File: src/rtl/program_loader.sv
// program_loader: byte-stream boot loader for the MC14500B program ROM.
//
// Frame format (bytes, as received): SYNC, len, {lo, hi} x N, checksum.
//   len = 0 means 256 words. checksum = XOR of len and every data byte.
//   Each word is written to ROM as {hi[CODE-1:0], lo}, at addresses 0..N-1.
//
// Ports:
//   clk           system clock, rising edge
//   rst           synchronous active-high reset
//   rx_data       received byte
//   rx_valid      rx_data valid
//   rx_ready      loader accepts rx_data this cycle (low only on the write cycle)
//   program_write one-cycle ROM write strobe
//   program_cmd   command word to write
//   prog_addr     ROM write address
//   load_active   frame in progress
//   core_rst      reset request to the core; released only by a good frame
//   load_done     last frame loaded with a good checksum
//   load_err      last frame had a checksum mismatch
module program_loader #(
  parameter int unsigned ADDR = 8,
  parameter int unsigned CODE = 4,
  parameter int unsigned WORD = ADDR + CODE,
  parameter logic [7:0]  SYNC = 8'hA5
) (
  input  logic            clk,
  input  logic            rst,
  input  logic [7:0]      rx_data,
  input  logic            rx_valid,
  output logic            rx_ready,
  output logic            program_write,
  output logic [WORD-1:0] program_cmd,
  output logic [ADDR-1:0] prog_addr,
  output logic            load_active,
  output logic            core_rst,
  output logic            load_done,
  output logic            load_err
);

  typedef enum logic [2:0] {StIdle, StLen, StLo, StHi, StWr, StCsum} state_e;

  state_e          state_q;
  logic [ADDR:0]   idx_q;
  logic [ADDR:0]   len_q;
  logic [7:0]      csum_q;
  logic [ADDR-1:0] lo_q;
  logic            accept;
  logic [ADDR:0]   idx_next;

  assign accept   = rx_valid && rx_ready;
  assign idx_next = idx_q + 1'b1;

  always_ff @(posedge clk) begin
    if (rst) begin
      state_q       <= StIdle;
      rx_ready      <= 1'b1;
      program_write <= 1'b0;
      program_cmd   <= '0;
      prog_addr     <= '0;
      load_active   <= 1'b0;
      core_rst      <= 1'b1;
      load_done     <= 1'b0;
      load_err      <= 1'b0;
      idx_q         <= '0;
      len_q         <= '0;
      csum_q        <= '0;
      lo_q          <= '0;
    end else begin
      program_write <= 1'b0;
      case (state_q)
        StIdle: begin
          if (accept && rx_data == SYNC) begin
            state_q     <= StLen;
            load_active <= 1'b1;
            core_rst    <= 1'b1;
            load_done   <= 1'b0;
            load_err    <= 1'b0;
            csum_q      <= '0;
          end
        end
        StLen: begin
          if (accept) begin
            // ADDR is 8, so a zero length byte becomes 9'h100 (256 words).
            len_q   <= {rx_data == 8'h00, rx_data};
            csum_q  <= csum_q ^ rx_data;
            idx_q   <= '0;
            state_q <= StLo;
          end
        end
        StLo: begin
          if (accept) begin
            lo_q    <= rx_data;
            csum_q  <= csum_q ^ rx_data;
            state_q <= StHi;
          end
        end
        StHi: begin
          if (accept) begin
            csum_q        <= csum_q ^ rx_data;
            program_cmd   <= {rx_data[CODE-1:0], lo_q};
            prog_addr     <= idx_q[ADDR-1:0];
            program_write <= 1'b1;
            rx_ready      <= 1'b0;
            state_q       <= StWr;
          end
        end
        StWr: begin
          idx_q    <= idx_next;
          rx_ready <= 1'b1;
          state_q  <= (idx_next == len_q) ? StCsum : StLo;
        end
        StCsum: begin
          if (accept) begin
            if (rx_data == csum_q) begin
              load_done <= 1'b1;
              core_rst  <= 1'b0;
            end else begin
              load_err  <= 1'b1;
            end
            load_active <= 1'b0;
            state_q     <= StIdle;
          end
        end
        default: begin
          state_q     <= StIdle;
          rx_ready    <= 1'b1;
          load_active <= 1'b0;
        end
      endcase
    end
  end

endmodule

File: config.mk
export PLATFORM = sky130hd
export DESIGN_NAME = program_loader
export DESIGN_NICKNAME = d
export VERILOG_FILES = /design/src/rtl/program_loader.sv
export SDC_FILE = /design/constraint.sdc
export NUM_CORES = 1
export LEC_CHECK = 0
export CELL_PAD_IN_SITES_DETAIL_PLACEMENT = 2
export CELL_PAD_IN_SITES_GLOBAL_PLACEMENT = 2
export CORE_UTILIZATION = 29
export DETAILED_ROUTE_END_ITERATION = 10
export PLACE_DENSITY_LB_ADDON = 0.1
export SLEW_MARGIN = 0
export SYNTH_ARGS = -nofsm -noshare
export SYNTH_HDL_FRONTEND = slang
export SYNTH_SLANG_ARGS = --single-unit
File: constraint.sdc
create_clock -name clk -period 1.65 [get_ports clk]
set_input_delay 0.495 -clock clk [delete_from_list [all_inputs] [get_ports clk]]
set_output_delay 0.495 -clock clk [all_outputs]
set_load 0.005 [all_outputs]
======== Word level (Yosys, flattened, before mapping) ========
Cells that the tools add are included.
storage, ports and cells
  memories ................................ 0
  bits of input ports ..................... 11
  memory bits (writable) .................. 0
  logic and storage cells ................. 82
  output and inout bits ................... 26
  latch bits .............................. 0
  flip-flop bits (word level) ............. 63
  ROM bits ................................ 0
operators by class
  bitwise logic cells ..................... 4
  shifts and indexed selects .............. 0
  $add $sub $neg .......................... 1
  order comparisons ....................... 0
  divide/modulo/power cells ............... 0
  muxes and demuxes ....................... 27
  multiply operators ...................... 0
  equality and inequality tests ........... 16
  reductions and logical operators ........ 21
operators with widths
  cell                                                             count
  3-bit two-way mux                                                6
  3-bit one-hot mux with 6 select lines                            1
  9-bit one-hot mux with 2 select lines                            1
  8-bit two-way mux                                                2
  8-bit one-hot mux with 2 select lines                            1
  2-bit != test, second input constant                             7
  1-bit two-way mux                                                10
  2-bit AND reduction                                              5
  9-bit by 1-bit adder with 9-bit output, second input constant    1
  9-bit == test                                                    1
  9-bit two-way mux                                                1
  8-bit == test                                                    1
  8-bit == test, second input constant                             1
  8-bit logical NOT                                                1
  1-bit one-hot mux with 2 select lines                            4
  4-bit AND reduction                                              2
  4-bit OR reduction                                               2
  8-bit bitwise XOR                                                1
  3-bit by 2-bit == test with 1-bit output, second input constant  2
  3-bit == test, second input constant                             2
  3-bit AND reduction                                              2
  2-bit nonzero test                                               3
  5-bit AND reduction                                              1
  3-bit by 1-bit == test with 1-bit output, second input constant  1
  other kinds (7)                                                  10

======== Longest topological paths before layout ========
Gate-level depths: netlist of the first run.
  depth after elaboration ................. 4
  gate-level depth with buffers ........... 7
  mapped depth without buffers ............ 6

======== Worst setup path after synthesis of the first run ========
OpenSTA, ideal clock, no wires.
  kind .................................... input port to flip-flop
  start point ............................. input port rx_data[1]
  end point ............................... register csum_q[0]
  path slack .............................. -0.116 ns
  data required time ...................... 1.518 ns
  data arrival time ....................... 1.633 ns
  cell stages on the path ................. 5
  path buffers ............................ 0
  library setup time ...................... 0.132 ns
  path through ............................ or4_4 nor3_4 o31ai_2 o21ai_1 a21oi_1
between the ends
  cells in the longest elaborated chain, start to end .. 4
RTL lines
  item                                  line  source
  start: declaration                    28    input logic [7:0] rx_data,
  8-bit == test                         72    if (accept && rx_data == SYNC) begin
  1-bit logical AND                     72
  2-bit != test (no source line)        n/a
  3-bit AND reduction (no source line)  n/a
  end signal: assignment                85    csum_q <= csum_q ^ rx_data;
  end signal: assignment                93    csum_q <= csum_q ^ rx_data;
  end signal: assignment                99    csum_q <= csum_q ^ rx_data;
  end: declaration                      45    logic [7:0] csum_q;
No other way between the ends.
A chain may end at the register's enable or synchronous reset.

======== Worst setup path in the final report of the first run ========
  start point ............................. register idx_q[0]
  end point ............................... register state_q[1]
between the ends
  cells in the longest elaborated chain, start to end .. 4
RTL lines
  item                                    line  source
  start: declaration                      43    logic [ADDR:0] idx_q;
  start signal: assignment                108   idx_q <= idx_next;
  9-bit by 1-bit adder with 9-bit output  51    assign idx_next = idx_q + 1'b1;
  9-bit == test                           110   state_q <= (idx_next == len_q) ? StCsum : StLo;
  3-bit two-way mux                       110
  3-bit one-hot mux with 6 select lines   70    case (state_q)
  end signal: assignment                  55    state_q <= StIdle;
  end signal: assignment                  73    state_q <= StLen;
  end signal: assignment                  110
  end: declaration                        42    state_e state_q;
No other way between the ends.

==> flow_summary.ini, run 1 <==
[outcome]
status = finished, violations left
violations = negative setup slack

[worst_setup_path]
cp-start-kind = flip-flop
criticalPathCategory = flip-flop to flip-flop
worstSetupStartpoint = idx_q[0]$_SDFFE_PP0P_
rrSetupSlack_ns = -0.08
cp_max_fo = 6
r2r-end = state_q[1]$_SDFFE_PP0P_
end_kind = flip-flop
crit_arrival_ns = 2.02
cp.required_ns = 1.94
r2r-start = idx_q[0]$_SDFFE_PP0P_
r2r_cells = 6

[drt]
firstDrtPassIters = 4
drt-initial-drc-count = 24
drt_wl_total_mm = 10.38
ant_nets = 0
routed-via-count = 2947
vias_per_cell = 5.020
wl_per_cell_um = 17.69
drc = 0

[cells_and_area]
final_common_cell = buf_4
fillers = 1138
antenna_cells = 0
syn_to_final_growth_pct = 45.45
drive_gt1_share_pct = 30.62
design_area_mm2 = 0.004257
finalNetCount = 461
layout_common_cells = buf_4 (57), nand2_1 (49), nor2_1 (49)
fin_util_pct = 43.55

[timing]
period_minus_slack_ns = 1.729
timing.final.crit_share_pct = 104.8
skew_ns = 0.01289
rsz0062_at_grt = true
worst_pin_slew_ns = 0.2766
hold_viol_final = 0
timing.hold.ws_ns = 0.4501
setup_violations = 3
maxSlewViolCount = 0
fmax_ghz = 0.5784
finalWorstSetupSlack_ns = -0.07885
relSlewSlack_pct = 81.42

[power_and_ir_drop]
ir_worst_vdd_uv = 277.5
p_per_area_mw_per_mm2 = 731.0
p_total_w = 0.003111
leakagePower_nw = 1.788

[floorplan]
rows = 36
die_x_um = 102.5
dieArea_mm2 = 0.01050
io_pins = 37
core_area_mm2 = 0.009774
floorplan.initialDensity_pct = 29.94
die_y_um = 102.5

[logic_synthesis]
netlist_area_mm2 = 0.002927
avgSynthCellArea_um2 = 8.129
synth_top_flop_cell = dfxtp_1
yosysWarnings = 0
synth_seq_cells = 63
ys_async_sr_fraction_pct = 0
yosys.cell_types.count = 47
synth_edf_count = 0
syn_nets = 372
yosysSeqAreaShare_pct = 43.10
synthCells = 360

[clock_network]
cts_buffer_depth = 2
numClockSinks = 63
cts_buffers = 9
htree_levels = 3
clk_latency_ns = 0.35
clk_pin_slew_ns = 0.09
cts_tree = built
clk_root_buffer_cell = clkbuf_8

[grt]
grt_max_degree = 52
grt.total_usage_pct = 21.19
antenna_found_initial = 0
grt_pass1_wl_mm = 16.56
grt-ovfl-total = 0
grt_pass1_vias = 3124

[worst_hold_path]
holdCritPathClass = flip-flop to flip-flop
whs_path_depth = 2
min_to = program_cmd[7]$_SDFFE_PP0P_
hp-start = lo_q[7]$_SDFFE_PP0P_

[placed_design]
placed_cell_area_mm2 = 0.003806
dp_hpwl_mm = 6.776
globalplace.congestion = 0.8339
port_buffers = 36

[flow_run]
drv_cap = 0
## per-stage QoR
stage                     TNS, ns  setup WS, ns  std cells
after floorplan           -0.5261      -0.06578        360
after global placement     -27.89       -0.6809        558
after detailed placement   -30.36       -0.7197        558
after CTS                 -0.2295      -0.08896        585
after global routing      -0.3973       -0.1440        587
final                     -0.2012      -0.07885        587
## critical path, cell delays in order, from the launching register on
cell and delay, ns:
dfxtp_4 0.37, ha_4 0.18, and3b_1 0.16, or3_1 0.34, a22o_1 0.23, nand4_1 0.21
o311a_1 0.18
## routing by layer
layer / share of wire [%] / track usage [%] / routed length [um]
met5: 0 / 0 / 0
met1: 45 / 25.73 / 4694
met2: 51 / 38.00 / 5344
met3: 2.1 / 3.557 / 222
met4: 1.2 / 6.374 / 123
## sequential cells by signal, summed over array words and instances (netlist names), 3 cells and up
register and count:
program_cmd 12, idx_q 9, len_q 9, csum_q 8, lo_q 8, prog_addr 8
state_q 3
## power breakdown
group	internal (W)	switching [W]	leakage, nW
combinational	0.0000642	0.0000903	1.18
clock	0.000744	0.000693	0.0947
sequential	0.00152	0.00000129	0.517
total	0.00233	0.000784	1.79
## area by class of cell
| class | count | area, um^2 | share of cell area [%] |
|---|---|---|---|
| clock inverter | 6 | 70.07 | 1.646 |
| clock buffer | 10 | 137.6 | 3.233 |
| sequential | 63 | 1290 | 30.31 |
| inverter | 3 | 11.26 | 0.2646 |
| timing repair buffer | 105 | 939.7 | 22.08 |
| tap | 133 | 166.4 | 3.909 |
| multi-input combinational | 267 | 1642 | 38.57 |
## synthesized netlist by cell type, types with 6 or more instances
cell type	n	area share [%]
a21oi_1	39	6.7
buf_2	11	1.9
clkbuf_1	14	1.8
dfxtp_1	63	43
mux2i_1	18	6.2
nand2_1	51	6.5
nand3_1	10	1.7
nand3b_1	9	2.3
nor2_1	50	6.4
nor3_1	6	1.0
o21ai_0	9	1.5
o21ai_1	9	1.5
xor2_1	13	3.9
## logic make-up (layout without fill, tap and decap cells)
| family | count (synthesis) | in the layout | synth area share [%] |
|---|---|---|---|
| buffers and inverters | 30 | 124 | 4.446 |
| XOR/XNOR | 18 | 18 | 5.387 |
| AND/OR/NAND/NOR | 151 | 151 | 24.41 |
| multiplexers | 19 | 19 | 6.541 |
| flip-flops | 63 | 63 | 43.10 |
| adder cells (fa/ha/maj) | 1 | 1 | 0.4275 |
| AO/OA/AOI/OAI | 78 | 78 | 15.69 |
## how the worst max path moves through the flow
stage	endpoint	slack [ns]
after floorplan	csum_q[0]$_SDFFE_PP0P_	-0.07
after global placement	csum_q[2]$_SDFFE_PP0P_	-0.68
after detailed placement	csum_q[3]$_SDFFE_PP0P_	-0.72
after CTS	state_q[1]$_SDFFE_PP0P_	-0.09
after global routing	state_q[1]$_SDFFE_PP0P_	-0.14
final	state_q[1]$_SDFFE_PP0P_	-0.08
## timing repair
| item | CTS | global route |
|---|---|---|
| pin swaps | 8 | 6 |
| hold buffers | 0 | 0 |
| setup buffers | 9 | 2 |
| setup endpoints to repair | 84 | 16 |
| gates cloned | 2 | 0 |
| gates resized for setup | 85 | 16 |
Power figures use the tool's default switching activity.
==> run 2, diff against run 1 <==
--- a/config.mk
+++ b/config.mk
@@ -5,11 +5,13 @@
 export SDC_FILE = /design/constraint.sdc
 export NUM_CORES = 1
 export LEC_CHECK = 0
+export CAP_MARGIN = 20
 export CELL_PAD_IN_SITES_DETAIL_PLACEMENT = 2
 export CELL_PAD_IN_SITES_GLOBAL_PLACEMENT = 2
 export CORE_UTILIZATION = 29
 export DETAILED_ROUTE_END_ITERATION = 10
 export PLACE_DENSITY_LB_ADDON = 0.1
+export SKIP_LAST_GASP = 1
 export SLEW_MARGIN = 0
 export SYNTH_ARGS = -nofsm -noshare
 export SYNTH_HDL_FRONTEND = slang
==> run 2 against run 1 <==
Net effect:
- largest cell class unchanged
- core utilization is 0.077 points lower
- cell count stayed put
- clock skew is 0.0011 ns higher
- sequential power hardly changed
- register-to-register slack hardly changed
- the flow still finishes with violations (negative setup slack)
- die area stayed put
- combinational power hardly changed
- highest routed layer unchanged
- wire length is 0.39% lower
- setup slack better by 0.00098 ns
- flip-flop and latch count stayed put
==> flow_summary.ini, run 2 (synthesis results as in run 1) <==
[grt]
use_met3_pct = 3.557
grt.total_usage_pct = 21.14
grt_util_met1_pct = 25.77
antenna_found_initial = 0
grt_max_degree = 52
busiest_layer = met2
grt-ovfl-total = 0
grt_pass1_wl_mm = 16.51
grtUsageMet2_pct = 37.79
grt_pass1_vias = 3113

[placed_design]
globalplace.congestion = 0.8339
place_ws_ns = -0.7197
dp.cells = 558
placed_cell_area_mm2 = 0.003806
dp_hpwl_mm = 6.776
port_buffers = 36

[timing]
period_minus_slack_ns = 1.728
skew_ns = 0.01397
rsz0062_at_grt = true
finalSetupTns_ns = -0.1981
relSlewSlack_pct = 81.47
timing.final.crit_share_pct = 104.7
worst_pin_slew_ns = 0.2758
finalWorstSetupSlack_ns = -0.07786
fmax_ghz = 0.5788
maxSlewViolCount = 0
hold_viol_final = 0
setup_violations = 3

[outcome]
violations = negative setup slack
status = finished, violations left

[worst_setup_path]
end_kind = flip-flop
crit_chain = ha_4 > and3b_1 > or3_1 > a22o_1 > nand4_1 > o311a_1
rrSetupSlack_ns = -0.08
slowest_delay_ns = 0.37
criticalPathCategory = flip-flop to flip-flop
cp-start-kind = flip-flop
cp.required_ns = 1.94
critPathSlowestCell = dfxtp_4
cp_max_fo = 6
crit_arrival_ns = 2.01

[floorplan]
dieArea_mm2 = 0.01050
core_area_mm2 = 0.009774
die_y_um = 102.5
io_pins = 37
floorplan.initialDensity_pct = 29.94
rows = 36
die_x_um = 102.5

[cells_and_area]
layout_common_cells = buf_4 (57), nand2_1 (49), nor2_1 (49)
syn_to_final_growth_pct = 45.19
largest_reg_flops = 12
fin_util_pct = 43.47
design_area_mm2 = 0.004249
instances_no_fill = 587
antenna_cells = 0
regMostFlops = program_cmd
finalNetCount = 461
final_common_cell = buf_4
drive_gt1_share_pct = 30.18
reg_top3 = program_cmd (12), idx_q (9), len_q (9)

[clock_network]
numClockSinks = 63
cts_buffer_depth = 2
htree_levels = 3
clk_pin_slew_ns = 0.09
holdBufCountCts = 0
cts_tree = built
cts_buffers = 9
clk_root_buffer_cell = clkbuf_8
clk_latency_ns = 0.35

[drt]
routed-via-count = 2923
drc = 0
vias_per_cell = 4.980
drt_wl_total_mm = 10.34
drt-initial-drc-count = 26
wl_per_cell_um = 17.62
ant_nets = 0
firstDrtPassIters = 4

[power_and_ir_drop]
leakagePower_nw = 1.786
p_per_area_mw_per_mm2 = 731.4
ir_worst_vdd_uv = 277.6

[worst_hold_path]
holdCritPathClass = flip-flop to flip-flop

[flow_run]
drv_cap = 0
==> run 2: cell types whose count changed in the layout (fill, tap and decap cells not counted) <==
cell / delta
o21ai_1: +2
o21ai_2: -2
==> run 2: routing by layer <==
layer | wire length [um] | share of wire, % | vias up
li1 | - | - | 1416
met1 | 4679 | 45 | 1460
met2 | 5329 | 52 | 35
met3 | 211 | 2.0 | 12
met4 | 123 | 1.2 | 0
met5 | 0 | 0 | -
==> run 2: cell type report <==
class	instances	area, um^2
Tap cell	133	166.4
Clock inverter	6	70.07
Sequential cell	63	1290
Inverter	3	11.26
Multi-Input combinational cell	267	1634
Fill cell	1139	5525
Timing Repair Buffer	105	939.7
Clock buffer	10	137.6
==> run 2: stage by stage <==
stage	total power (W)	hold slack (ns)
floorplan	0.001609	0.4315
global placement	0.001710	0.4425
detailed placement	0.001712	0.4501
CTS	0.003160	0.4534
global route	0.003242	0.4713
finish	0.003108	0.4484
==> run 2: path summary, 6_finish.rpt <==
check / startpoint / end / cells after the start
setup reg to reg: idx_q[0]$_SDFFE_PP0P_ / state_q[1]$_SDFFE_PP0P_ / 6
hold / removal: lo_q[7]$_SDFFE_PP0P_ / program_cmd[7]$_SDFFE_PP0P_ / 2
hold reg to reg: lo_q[7]$_SDFFE_PP0P_ / program_cmd[7]$_SDFFE_PP0P_ / 2
setup / recovery: idx_q[0]$_SDFFE_PP0P_ / state_q[1]$_SDFFE_PP0P_ / 6
==> run 2: worst max-delay path, delay by kind of cell (launching register included) <==
kind                       cells  cell delay, ns
DFF                            1            0.37
AOI/OAI and AO/OA              2            0.41
and+or+nand+nor                3            0.71
adders and majority gates      1            0.18
==> run 2: what timing repair did <==
item / 4_1_cts / 5_1_grt
setup buffers: 9 / 2
gates cloned: 2 / 0
resized for setup: 83 / 16
pin swaps: 8 / 6
setup endpoints to repair: 84 / 16
==> run 2: where the power goes <==
group	internal [W]	leakage [nW]	switching, W
combinational	0.0000642	1.17	0.0000899
clock	0.000744	0.0947	0.000689
sequential	0.00152	0.517	0.00000127
==> run 3, diff against run 2 <==
==> constraint.sdc (replaced) <==
create_clock -name clk -period 1.5 [get_ports clk]
set_input_delay 0.45 -clock clk [delete_from_list [all_inputs] [get_ports clk]]
set_output_delay 0.45 -clock clk [all_outputs]
set_load 0.005 [all_outputs]
==> run 3 against run 2 <==
Net effect:
- the flow still finishes with violations (negative setup slack)
- non-clock buffer count up 7
- wire length up 4.3%
- critical path depth unchanged
- sequential power up 9.9%
- critical endpoint unchanged
- die area unchanged
- combinational power up 13%
- total power up 9.1%
- cell area up 4.1%
- core utilization up 1.8 points
- sequential share of layout area down 1.2 points
- global-route usage about the same
- clock-buffer cell count down 1
==> flow_summary.ini, run 3 (synthesis results as in run 1) <==
[timing]
fmax_ghz = 0.5694
finalWorstSetupSlack_ns = -0.2562
period_minus_slack_ns = 1.756
worst_pin_slew_ns = 0.2986
timing.final.crit_share_pct = 117.1
hold_viol_final = 0
maxSlewViolCount = 0
relSlewSlack_pct = 79.78
setup_violations = 12
skew_ns = 0.007967
timing.hold.ws_ns = 0.4181
rsz0062_at_grt = true

[worst_setup_path]
crit_chain = buf_4 > nand3_1 > mux2_2 > mux2i_1 > a21oi_1 > o311a_1
cp.required_ns = 1.75
critPathSlowestCell = mux2_2
cp-start-kind = flip-flop
crit_arrival_ns = 2.00
slowest_delay_ns = 0.38
critical_path_buf_inv_count = 1
end_kind = flip-flop
critPathTopFamily = multiplexers
criticalPathCategory = flip-flop to flip-flop
cp_max_fo = 6

[grt]
grt_pass1_wl_mm = 16.53
antenna_found_initial = 0
grt_pass1_vias = 3175
grt.total_usage_pct = 21.19
grt-ovfl-total = 0
grt_max_degree = 41

[cells_and_area]
antenna_cells = 0
syn_to_final_growth_pct = 51.09
regMostFlops = program_cmd
finalNetCount = 468
drive_gt1_share_pct = 33.41
reg_top3 = program_cmd (12), idx_q (9), len_q (9)
final_common_cell = buf_4
instances_no_fill = 594
layout_common_cells = buf_4 (55), nand2_1 (49), nor2_1 (46)
largest_reg_flops = 12

[drt]
wl_per_cell_um = 18.16
firstDrtPassIters = 4
routed-via-count = 2954
ant_nets = 0
drt_wl_total_mm = 10.79
vias_per_cell = 4.973
drc = 0
drt-initial-drc-count = 59

[floorplan]
core_area_mm2 = 0.009774
io_pins = 37
die_x_um = 102.5
dieArea_mm2 = 0.01050
die_y_um = 102.5
floorplan.initialDensity_pct = 29.94
rows = 36

[power_and_ir_drop]
leakagePower_nw = 1.833
ir_worst_vdd_uv = 328.2
p_per_area_mw_per_mm2 = 766.4

[clock_network]
clk_root_buffer_cell = clkbuf_8
htree_levels = 3
numClockSinks = 63
cts_buffer_depth = 2
cts_tree = built
clk_pin_slew_ns = 0.07
clk_latency_ns = 0.36
cts_buffers = 9

[outcome]
status = finished, violations left
violations = negative setup slack

[placed_design]
port_buffers = 36
dp.cells = 563
dp_hpwl_mm = 7.131
globalplace.congestion = 0.8027

[flow_run]
drv_cap = 0

[worst_hold_path]
holdCritPathClass = input pin to flip-flop
run 3: cell count changes in the layout (fill, tap and decap cells not counted), moves of 2 or more:
cell and change:
dfxtp_1 +3, buf_12 +2, buf_6 +9, bufbuf_16 -2, nor2_2 +3, dfxtp_4 +2, o21ai_1 -4, clkinv_2 +2
buf_4 -2, o21ai_2 +4, dfxtp_2 -5, nor2_1 -3, buf_2 -2
run 3: cell type report:
| class | count | area, um^2 |
|---|---|---|
| flip-flops and latches | 63 | 1291 |
| repair buffers | 112 | 1031 |
| fillers | 1101 | 5353 |
| inverters | 3 | 11.26 |
| clock inverters | 7 | 72.57 |
| clock buffers | 9 | 123.9 |
| well taps | 133 | 166.4 |
| multi-input cells | 267 | 1725 |
run 3: report_power, final:
part / switching [W] / total [W] / internal (W)
sequential: 0.00000200 / 0.00167 / 0.00167
combinational: 0.000101 / 0.000174 / 0.0000733
clock: 0.000777 / 0.00155 / 0.000769
run 3: timing repair:
action	4_1_cts	5_1_grt
pin swaps	28	21
gates resized for setup	90	36
buffers inserted	6	9
cloned	0	1
hold buffers	0	0
setup endpoints to repair	88	42
run 3: final timing paths:
check                                      startpoint                          end  slack (ns)  cells after the start
worst max-delay path            idx_q[2]$_SDFFE_PP0P_      state_q[1]$_SDFFE_PP0P_       -0.26                      6
worst min-delay path                              rst        load_err$_SDFFE_PP0P_        0.42                      2
worst max register to register  idx_q[2]$_SDFFE_PP0P_      state_q[1]$_SDFFE_PP0P_       -0.26                      6
worst min register to register   lo_q[4]$_SDFFE_PP0P_  program_cmd[4]$_SDFFE_PP0P_        0.45                      2
run 3: routing by layer:
layer  vias up  GRT usage, %  part of all wire [%]
li1       1431             -                     -
met3        14         4.378                   2.8
met2        42         36.41                    51
met4         0         8.681                   1.3
met5         -             0                     0
met1      1467         25.67                    44
run 3: metrics by stage:
stage          area, um^2  TNS [ns]  worst slack [ns]  power, W  util (%)
3_3_place_gp         3871    -31.63           -0.7489  0.001886     39.61
5_1_grt              4422    -2.504           -0.3235  0.003513     45.24
2_1_floorplan        2955    -1.871           -0.1707  0.001770         -
6_report             4422   -0.8415           -0.2562  0.003389     45.24
3_5_place_dp         3871    -34.25           -0.7875  0.001888     39.61
4_1_cts              4184    -1.114           -0.2668  0.003427     42.81
